`config.mk`:
```
export PLATFORM = sky130hd
export DESIGN_NAME = cam_capture
export DESIGN_NICKNAME = d
export VERILOG_FILES = /design/src/rtl/cam_pkg.sv /design/src/rtl/cam_sync.sv /design/src/rtl/cam_capture.sv
export SDC_FILE = /design/constraint.sdc
export NUM_CORES = 1
export LEC_CHECK = 0
export ABC_AREA = 0
export CORE_ASPECT_RATIO = 0.5
export CORE_UTILIZATION = 40
export DETAILED_ROUTE_END_ITERATION = 6
export SYNTH_ARGS = -nofsm -noshare
export SYNTH_HDL_FRONTEND = slang
export SYNTH_SLANG_ARGS = --single-unit
```
`constraint.sdc`:
```
create_clock -name clk -period 2.9 [get_ports clk]
set_clock_uncertainty 0.15 [all_clocks]
set_input_delay 0.435 -clock clk [delete_from_list [all_inputs] [get_ports clk]]
set_output_delay 0.435 -clock clk [all_outputs]
set_load 0.01 [all_outputs]
```
`src/rtl/cam_pkg.sv`:
```
// Shared types and default constants for the camera capture front end.
package cam_pkg;

    typedef enum logic [1:0] {
        IDLE,
        WAIT_VS,
        CAPTURE,
        DONE
    } cam_state_t;

    localparam int unsigned H_PIX_DEFAULT    = 640;
    localparam int unsigned V_LINES_DEFAULT  = 480;
    localparam int unsigned DEC_LOG2_DEFAULT = 2;
    localparam int unsigned ADDR_W_DEFAULT   = 15;
    localparam int unsigned RGB444_W         = 12;

endpackage

```
`src/rtl/cam_sync.sv`:
```
// Two-flop synchronizer with a history flop, giving level plus rise/fall events.
module cam_sync #(
    parameter int unsigned W = 1
) (
    input  logic         clk,
    input  logic         rst,
    input  logic [W-1:0] din,
    output logic [W-1:0] level,
    output logic [W-1:0] rise,
    output logic [W-1:0] fall
);

    logic [W-1:0] meta;
    logic [W-1:0] sync;
    logic [W-1:0] hist;

    always_ff @(posedge clk) begin
        if (!rst) begin
            meta <= '0;
            sync <= '0;
            hist <= '0;
        end else begin
            meta <= din;
            sync <= meta;
            hist <= sync;
        end
    end

    assign level = sync;
    assign rise  = sync & ~hist;
    assign fall  = ~sync & hist;

endmodule

```
`src/rtl/cam_capture.sv`:
```
// Camera frame capture: synchronizes the OV-style bus, decimates, and emits
// one linear frame-buffer write per kept pixel for each requested frame.
module cam_capture
    import cam_pkg::*;
#(
    parameter int unsigned H_PIX    = H_PIX_DEFAULT,
    parameter int unsigned V_LINES  = V_LINES_DEFAULT,
    parameter int unsigned DEC_LOG2 = DEC_LOG2_DEFAULT,
    parameter int unsigned ADDR_W   = ADDR_W_DEFAULT
) (
    input  logic                clk,
    input  logic                rst,
    input  logic                start,
    output logic                busy,
    output logic                done,
    output logic                err,
    input  logic                cam_vsync,
    input  logic                cam_href,
    input  logic                cam_pclk,
    input  logic [RGB444_W-1:0] cam_data,
    output logic                wr_en,
    output logic [ADDR_W-1:0]   wr_addr,
    output logic [RGB444_W-1:0] wr_data
);

    localparam int unsigned COL_W = $clog2(H_PIX + 1);
    localparam int unsigned ROW_W = $clog2(V_LINES + 1);
    localparam logic [COL_W-1:0] COL_END  = COL_W'(H_PIX);
    localparam logic [ROW_W-1:0] ROW_END  = ROW_W'(V_LINES);
    localparam logic [COL_W-1:0] COL_MASK = COL_W'((1 << DEC_LOG2) - 1);
    localparam logic [ROW_W-1:0] ROW_MASK = ROW_W'((1 << DEC_LOG2) - 1);

    cam_state_t state, state_next;

    logic [2:0]          ctl_level, ctl_rise, ctl_fall;
    logic [RGB444_W-1:0] data_meta, data_sync;
    logic                pclk_rise, href_lvl, href_fall, vs_rise, vs_fall;
    logic                sync_unused;

    logic [COL_W-1:0]    col, col_pix;
    logic [ROW_W-1:0]    row, row_line;
    logic [ADDR_W-1:0]   addr;
    logic                addr_full;
    logic                pix_valid, pix_keep;

    cam_sync #(
        .W (3)
    ) u_sync (
        .clk   (clk),
        .rst   (rst),
        .din   ({cam_vsync, cam_href, cam_pclk}),
        .level (ctl_level),
        .rise  (ctl_rise),
        .fall  (ctl_fall)
    );

    assign pclk_rise   = ctl_rise[0];
    assign href_lvl    = ctl_level[1];
    assign href_fall   = ctl_fall[1];
    assign vs_rise     = ctl_rise[2];
    assign vs_fall     = ctl_fall[2];
    assign sync_unused = ^{ctl_level[2], ctl_level[0], ctl_rise[1], ctl_fall[0]};

    // A pixel whose pclk rise coincides with href falling still belongs to the line.
    assign pix_valid = pclk_rise & (href_lvl | href_fall);
    assign pix_keep  = ((col & COL_MASK) == '0) && ((row & ROW_MASK) == '0);
    assign col_pix   = (pix_valid && (col != '1)) ? col + COL_W'(1) : col;
    assign row_line  = (href_fall && (row != '1)) ? row + ROW_W'(1) : row;

    always_ff @(posedge clk) begin
        if (!rst) begin
            state <= IDLE;
        end else begin
            state <= state_next;
        end
    end

    always_comb begin
        state_next = state;
        case (state)
            IDLE:    if (start)   state_next = WAIT_VS;
            WAIT_VS: if (vs_fall) state_next = CAPTURE;
            CAPTURE: if (vs_rise) state_next = DONE;
            DONE:                 state_next = IDLE;
            default:              state_next = IDLE;
        endcase
    end

    always_ff @(posedge clk) begin
        if (!rst) begin
            data_meta <= '0;
            data_sync <= '0;
            busy      <= 1'b0;
            done      <= 1'b0;
            err       <= 1'b0;
            wr_en     <= 1'b0;
            wr_addr   <= '0;
            wr_data   <= '0;
            col       <= '0;
            row       <= '0;
            addr      <= '0;
            addr_full <= 1'b0;
        end else begin
            data_meta <= cam_data;
            data_sync <= data_meta;
            wr_en     <= 1'b0;
            done      <= (state == DONE);
            // Kept high through the done pulse so busy and done drop together.
            busy      <= (state_next != IDLE) || (state == DONE);
            case (state)
                IDLE: begin
                    if (start) err <= 1'b0;
                end
                WAIT_VS: begin
                    if (vs_fall) begin
                        col       <= '0;
                        row       <= '0;
                        addr      <= '0;
                        addr_full <= 1'b0;
                    end
                end
                CAPTURE: begin
                    if (pix_valid && pix_keep) begin
                        if (addr_full) begin
                            err <= 1'b1;
                        end else begin
                            wr_en     <= 1'b1;
                            wr_addr   <= addr;
                            wr_data   <= data_sync;
                            addr      <= addr + ADDR_W'(1);
                            addr_full <= (addr == '1);
                        end
                    end
                    // Line end is judged on the column count including a same-cycle pixel.
                    if (href_fall) begin
                        if (col_pix != COL_END) err <= 1'b1;
                        col <= '0;
                        row <= row_line;
                    end else begin
                        col <= col_pix;
                    end
                    if (vs_rise && (row_line != ROW_END)) err <= 1'b1;
                end
                default: ;
            endcase
        end
    end

endmodule

```
# Yosys cells after proc, flatten, opt, wreduce, memory -nomap -nowiden
# Cells that the tools add are included.
[word_totals]
input_bits = 18
latchBits = 0
mem_count = 0
mem_bits_ro = 0
output_inout_bits = 31
mem_bits_rw = 0
reg_bits = 101
[classes]
shifts = 0
n_bitwise = 7
div_mod_pow = 0
mux = 28
magnitude_cmp = 0
eq_ne = 13
n_mul = 0
n_addsub = 3
n_reduce_logical = 19
[ops]
columns = ["cell", "count"]
rows = [
  ["15-bit 2-to-1 mux", 3],
  ["10-bit 2-to-1 mux", 3],
  ["15-bit case mux with 2 select lines", 1],
  ["9-bit 2-to-1 mux", 3],
  ["10-bit != test (second input constant)", 2],
  ["10-bit case mux with 2 select lines", 1],
  ["9-bit != test (second input constant)", 2],
  ["9-bit case mux with 2 select lines", 1],
  ["15-bit by 1-bit adder with 15-bit output (second input constant)", 1],
  ["15-bit == test (second input constant)", 1],
  ["3-bit AND reduction", 4],
  ["10-bit by 1-bit adder with 10-bit output (second input constant)", 1],
  ["10-bit logical NOT", 1],
  ["1-bit 2-to-1 mux", 10],
  ["2-bit != test (second input constant)", 5],
  ["9-bit by 1-bit adder with 9-bit output (second input constant)", 1],
  ["9-bit logical NOT", 1],
  ["2-bit case mux with 4 select lines", 1],
  ["3-bit AND", 2],
  ["2-bit 2-to-1 mux", 3],
  ["3-bit NOT", 2],
  ["2-bit nonzero test", 3],
  ["1-bit logical AND", 5],
  ["2-bit == test (second input constant)", 2],
  ["9 further kinds", 11],
]

# Longest topological paths before layout
[depth]
word_depth = 11
mapped_depth = 11

# By module
# Synthesis repeated with hierarchy kept, for this count alone.
[hier_totals]
hier_cells = 487
hier_area_um2 = 4256.6
[by_module_without_submodules]
columns = ["module", "seq_area_each_um2", "n_inst", "cells_each", "area_each_um2"]
rows = [
  ["cam_capture", 1841.8, 1, 463, 3982.6],
  ["cam_sync", 180.2, 1, 24, 274.0],
]

# Least setup slack after synthesis
# OpenSTA, ideal clock, no wires.
[synth_timing]
kind = "flip-flop to flip-flop"
start = "register row[0]"
end = "register err"
t_arrival_ns = 2.064
slack_ns = 0.558
path_stages_with_launch = 11
setup_time_ns = 0.128
n_path_buf = 0
period_less_slack_ns = 2.342
cell_sequence = "dfxtp_1 -> ha_1 -> nand3_1 -> nor2_1 -> ha_1 -> or3b_1 -> nor2_1 -> nand3_1 -> a21o_1 -> nor4_1 -> o22ai_1"
[synth_via]
elab_chain_cells = 8
elab_cells_between_ends = 14
[synth_lines]
columns = ["item", "line", "text"]
rows = [
  ["start, declared", "cam_capture.sv:41", "logic [ROW_W-1:0] row, row_line;"],
  ["start signal, assigned", "cam_capture.sv:138", "row <= row_line;"],
  ["branches (longest 6 deep; another with 9-bit by 1-bit adder with 9-bit output)", "--", ""],
  ["1-bit 2-to-1 mux *", "cam_capture.sv:142", "if (vs_rise && (row_line != ROW_END)) err <= 1'b1;"],
  ["1-bit case mux with 2 select lines *", "cam_capture.sv:110", "case (state)"],
  ["end signal, assigned", "cam_capture.sv:112", "if (start) err <= 1'b0;"],
  ["end signal, assigned", "cam_capture.sv:136", "if (col_pix != COL_END) err <= 1'b1;"],
  ["end signal, assigned", "cam_capture.sv:142", ""],
  ["end, declared", "cam_capture.sv:16", "output logic err,"],
]
# Every way passes the cells marked *.
# A chain may end at the register's enable or synchronous reset.

# Worst setup path after layout
# Ends and elaborated chain as after synthesis.

==> results.py <==
metrics = {
    "clock_network": {
        "cts_inserted_buffers": 9,
        "path_clk_slew_ns": 0.07,
        "cts_tree": "yes",
        "clkSinkCount": 101,
        "hold_buffers": 0,
        "cts.path.max_buffers": 2,
        "h-tree-depth": 3,
        "clk_latency_ns": 0.34,
        "cts_root_buffer": "clkbuf_16",
    },
    "grt": {
        "antenna_found_initial": 0,
        "overflow": 0,
        "grtUsageMet1_pct": 22.5,
        "track_usage_pct": 17.2,
        "busiest_layer": "met2",
        "gr-usage-met3_pct": 4.73,
        "grt_util_met2_pct": 28.1,
        "grt_pass1_vias": 3134,
        "grt_max_degree": 64,
        "grt_pass1_wl_mm": 14.9,
    },
    "synth": {
        "synth_cell_type_count": 55,
        "syn-num-nets": 511,
        "syn_area_per_cell_um2": 8.82,
        "netlist_area_mm2": 0.00429,
        "synthCells": 487,
        "ys_seq_area_share_pct": 47.1,
        "async_flop_share_pct": 0,
        "synth-edff-count": 0,
        "yosys_warnings": 0,
        "ys.flop_type": "dfxtp_1",
        "yosys_register_bits": 101,
    },
    "routing": {
        "drt_iter0_markers": 246,
        "drc": 0,
        "dr_total_vias": 3429,
        "wire_per_inst_um": 13.1,
        "viasPerCell": 5.12,
        "drtAntennaViolNets": 0,
        "drtPass1Iterations": 4,
        "wl_mm": 8.76,
    },
    "final_layout": {
        "syn_to_final_growth_pct": 21.3,
        "fillers": 982,
        "drive_above_1_share_pct": 6.04,
        "design_area_mm2": 0.00521,
        "final_net_count": 549,
        "diodes": 0,
    },
    "critical_path": {
        "worstSetupStartpointType": "register",
        "crit_buf_inv": 0,
        "reg2reg_from": "row[0]",
        "path_depth": 10,
        "path_max_fanout": 7,
        "crit_start": "row[0]",
        "crit_type": "reg -> reg",
        "critical-path-top-delay-family": "simple AND/OR/NAND/NOR gates",
        "crit_chain": "ha_1, nand3_1, nor2_1, ha_1, or3b_1, nor2_1, nand3_1, a21o_1, nor4_2, o22ai_1",
        "end_kind": "register",
        "r2r_end": "err",
        "cp_slowest_cell": "or3b_1",
        "required_ns": 2.96,
        "crit_end": "err",
        "reg2reg_setup_slack_ns": 0.22,
        "critical_path_arrival_ns": 2.74,
        "reg2regPathDepth": 10,
        "cpPeakStageDelay_ns": 0.45,
    },
    "place": {
        "place.port_buffers": 48,
        "dp_hpwl_mm": 5.78,
        "place_area_mm2": 0.00489,
        "gp_congestion": 0.870,
    },
    "power": {
        "p_leak_nw": 1.85,
        "p_per_area_mw_per_mm2": 530,
        "peakVddDrop_uv": 322,
    },
    "sta": {
        "slew_viol_final": 0,
        "slew-limit-headroom_pct": 67.3,
        "worst_slew_pin_slew_ns": 0.489,
        "hold_violations": 0,
        "fin_crit_sh_pct": 92.3,
        "clock.fmax_mhz": 374,
        "rsz0062_at_grt": "no",
        "finalSetupViolations": 0,
        "setup-tns-final_ns": 0,
        "period_needed_ns": 2.68,
    },
    "die": {
        "rows": 26,
        "chipWidth_um": 149,
        "start_util_pct": 41.6,
        "num_io_pins": 49,
        "die_area_mm2": 0.0112,
        "die_height_um": 75.3,
        "core_area_mm2": 0.0103,
    },
    "min_path": {
        "hp-class": "reg -> reg",
    },
    "run": {
        "maxCapViolCount": 0,
    },
    "status": {
        "outcome": "complete, no violations",
    },
}
metrics by stage:
stage          util, %  hold WS (ns)  total power [mW]  cells  setup WS [ns]
2_1_floorplan        -         0.262              1.50    487          0.558
3_3_place_gp      47.4         0.263              1.54    654          0.317
3_5_place_dp      47.4         0.267              1.54    654          0.238
4_1_cts           50.4         0.285              2.80    670          0.224
5_1_grt           50.5         0.295              2.87    670         0.0352
6_report          50.5         0.284              2.76    670          0.225
how the worst min path moves through the flow:
stage,from,endpoint,slack [ns],cells after the start
after CTS,data_meta[7],data_sync[7],0.29,1
final,data_meta[7],data_sync[7],0.28,1
after floorplan,data_meta[0],data_sync[0],0.26,1
after global routing,data_meta[10],data_sync[10],0.29,1
after detailed placement,data_meta[7],data_sync[7],0.27,1
after global placement,data_meta[0],data_sync[0],0.26,1
synth_stat cells (3+ instances only):
library cell	instances	area, µm²
nand4_1	8	50.1
a21oi_1	12	60.1
nor2_1	31	116
inv_1	10	37.5
a32oi_1	3	26.3
and2_1	41	257
nor2b_1	8	50.1
a21o_1	3	22.5
nor4_1	3	18.8
xnor2_1	9	78.8
a21boi_0	32	240
and4_1	3	26.3
nand3_1	14	70.1
ha_1	6	75.1
dfxtp_1	101	2020
o211ai_1	3	22.5
buf_2	3	15.0
xor2_1	4	35.0
clkbuf_1	21	78.8
a31oi_1	11	68.8
nand2_1	75	282
nor3_1	7	35.0
nand3b_1	3	22.5
and3_1	13	81.3
nor3b_1	4	30.0
o211a_1	3	30.0
o21ai_0	14	70.1
nand2b_1	6	37.5
cells by family after synthesis:
family | Yosys count | share of synthesized area (%)
AOI/OAI and AO/OA | 100 | 16.8
xor gates and xnor gates | 13 | 2.65
adders and majority gates | 6 | 1.75
buffers and inverters | 36 | 3.41
DFF | 101 | 47.1
muxes | 2 | 0.495
and+or+nand+nor | 229 | 27.8
worst register-to-register path, stage by stage (launching register included):
cell and delay, ns:
dfxtp_1 0.35, ha_1 0.30, nand3_1 0.11, nor2_1 0.05
ha_1 0.19, or3b_1 0.45, nor2_1 0.25, nand3_1 0.11
a21o_1 0.20, nor4_2 0.27, o22ai_1 0.12
repair_timing:
item | CTS | global route
endpoints found under the setup margin | 0 | 1
resized for setup | 0 | 1
buffers inserted | 0 | 0
hold endpoints to repair | 0 | 0
layout make-up:
class                           instances  area (µm²)  area share (%)
Clock buffer                            9         225            4.32
Clock inverter                          7        90.1            1.73
Inverter                               10        37.5           0.721
Multi-Input combinational cell        350        2130            40.9
Sequential cell                       101        2020            38.8
Tap cell                              140         175            3.36
Timing Repair Buffer                   53         526            10.1
flip-flops by register name, indices dropped and copies added, names as in the netlist:
name,flops
wr_data,12
addr,15
col,10
addr_full,1
u_sync.hist,3
busy,1
state,2
err,1
data_sync,12
wr_en,1
u_sync.meta,3
data_meta,12
done,1
row,9
u_sync.level,3
wr_addr,15
where the power goes:
group	total (mW)	switching (mW)	internal (mW)
Combinational	0.0906	0.0414	0.0492
Clock	1.25	0.563	0.689
Sequential	1.42	0.00901	1.41
Total	2.76	0.614	2.15
layer usage:
layer  part of all wire (%)  up-vias
li1                       -     1763
met1                     52     1606
met2                     44       50
met4                    1.0        0
met5                      0        -
met3                    3.4       10
cell usage in the layout (no fill, tap or decap), types with 3 or more instances in the layout:
cell,Yosys,final
dfxtp_1,101,101
nand2_1,75,75
clkdlybuf4s50_1,0,47
and2_1,41,41
a21boi_0,32,32
nor2_1,31,31
nand3_1,14,14
o21ai_0,14,14
and3_1,13,13
a21oi_1,12,12
a31oi_1,11,11
inv_1,10,10
xnor2_1,9,9
clkbuf_16,0,9
nand4_1,8,8
nor2b_1,8,8
nor3_1,7,7
nand2b_1,6,6
ha_1,6,6
nor3b_1,4,4
xor2_1,4,4
buf_4,2,4
and4_1,3,3
nand3b_1,3,3
a21o_1,3,3
o211ai_1,3,3
a32oi_1,3,3
o211a_1,3,3
No activity file was read; power rests on OpenSTA's default activity.
==> edit: new RTL, same settings <==
Re-encode `cam_state_t` (4 states) as Gray code, 2 bits wide.
--- a/src/rtl/cam_pkg.sv
+++ b/src/rtl/cam_pkg.sv
@@ -2,10 +2,10 @@
 package cam_pkg;
 
     typedef enum logic [1:0] {
-        IDLE,
-        WAIT_VS,
-        CAPTURE,
-        DONE
+        IDLE    = 2'b00,
+        WAIT_VS = 2'b01,
+        CAPTURE = 2'b11,
+        DONE    = 2'b10
     } cam_state_t;
 
     localparam int unsigned H_PIX_DEFAULT    = 640;
Function: same outputs for any inputs over 10 cycles, from zero or initial values and one cycle with rst low; not proved beyond that.
==> edit against the original RTL <==
  * Power shrank 3.3%
  * Maximum frequency down 4.0%
  * Sequential cell count stayed put
  * Wire length grew 0.75%
  * Final area fell by 1.5%
  * Combinational power decreased by 4.3%
  * Sequential power is essentially flat
  * Die area decreased by 3.6%
  * Global-route usage increased by 0.39 points
  * Worst setup slack worse by 110 ps
  * Area after synthesis down 3.7%
  * Critical endpoint unchanged
==> edit: results (changes against the original RTL) <==
Vias per inst -> 5.08 (was 5.12)
Reg2Reg Setup Slack -> 110 ps (was 220 ps)
Pleak -> 1.79 nW (was 1.85 nW)
Cts bufs inserted -> 9 (unchanged)
Synth cell types -> 54 (was 55)
Reg2Reg Depth -> 11 (was 10)
Vias in the first global route -> 2,999 (was 3,134)
Fill count -> 903 (was 982)
Max_slew headroom -> 0.550 (was 0.673)
Layout cells sized above 1 -> 0.0882 (was 0.0604)
DR vias -> 3,449 (was 3,429)
Max stage delay cell, worst path -> or4b_4 (was or3b_1)
Clk slew on worst S/H paths -> 70 ps (about the same)
Routability Congestion -> 0.829 (was 0.870)
Arrival @ worst endpoint -> 2850 ps (was 2740 ps)
Drt wl/cell -> 13.0 um (was 13.1 um)
Total GRT Usage -> 0.176 (was 0.172)
Post-DP HPWL -> 6.11 mm (was 5.78 mm)
Outcome -> completed (unchanged)
Detailed Routing Iterations Pass 1 -> 5 (was 4)
CP max stage delay -> 550 ps (was 450 ps)
Worst hold endpoint -> data_sync[8]$_SDFF_PN0_ (was data_sync[7]$_SDFF_PN0_)
Worst-path fanout max -> 4 (was 7)
Maximum VDD drop -> 0.327 mV (was 0.322 mV)
Dpl cells -> 663 (was 654)
Layout Nets -> 563 (was 549)
Largest cells by area after synthesis -> dfxtp_1 (49%), nand2_1 (6.5%), and2_1 (5.4%) (was dfxtp_1 (47%), nand2_1 (6.6%), and2_1 (6.0%))
Sequential element share of the synthesized area -> 0.489 (was 0.471)
## edit: cell families after synthesis
family | after synthesis | share of synthesized area
AND/OR/NAND/NOR | 241 | 0.290
flip-flops | 101 | 0.489
AO/OA/AOI/OAI | 85 | 0.126
buffers and inverters | 36 | 0.0369
XOR/XNOR | 14 | 0.0297
adder cells (fa/ha/maj) | 6 | 0.0182
multiplexers | 4 | 0.00998
## edit: per-layer routing
layer | vias up | part of all wire | track usage
met1 | 1584 | 0.50 | 0.233
met2 | 71 | 0.45 | 0.278
li1 | 1786 | - | -
met4 | 0 | 0.011 | 0.0632
met3 | 8 | 0.040 | 0.0460
met5 | - | 0 | 0
## edit: repair_timing
| item | CTS | global route |
|---|---|---|
| endpoints found under the setup margin | 0 | 1 |
| resized for setup | 0 | 4 |
| buffers inserted | 0 | 0 |
## edit: final cells by class
| class | count | share of cell area |
|---|---|---|
| sequential | 101 | 0.394 |
| multi-input combinational | 350 | 0.388 |
| timing repair buffer | 66 | 0.120 |
| clock buffer | 12 | 0.0500 |
| tap | 135 | 0.0329 |
| inverter | 11 | 0.00805 |
| clock inverter | 4 | 0.00683 |
## edit: how the worst max path moves through the flow
stage | start | end | slack (ps) | depth (start not counted)
after floorplan | row[0]$_SDFFE_PN0P_ | err$_SDFFE_PN0P_ | 160 | 11
after global placement | row[0]$_SDFFE_PN0P_ | err$_SDFFE_PN0P_ | 140 | 11
after detailed placement | row[0]$_SDFFE_PN0P_ | err$_SDFFE_PN0P_ | 70 | 11
after CTS | row[0]$_SDFFE_PN0P_ | err$_SDFFE_PN0P_ | 50 | 11
after global routing | row[0]$_SDFFE_PN0P_ | err$_SDFFE_PN0P_ | -30 | 11
final | row[0]$_SDFFE_PN0P_ | err$_SDFFE_PN0P_ | 110 | 11
## edit: power by group
part	switching (mW)	total (mW)	internal [mW]
clock	0.524	1.16	0.640
combinational	0.0419	0.0867	0.0448
sequential	0.0100	1.42	1.41
total	0.576	2.67	2.09
## edit: stage by stage
step | area (um2) | hold slack (ps) | worst slack, ps
after floorplan | 4140 | 262 | 160
after global placement | 4810 | 263 | 137
after detailed placement | 4810 | 268 | 68.1
after CTS | 5100 | 283 | 51.8
after global routing | 5130 | 293 | -32.7
final | 5130 | 283 | 114
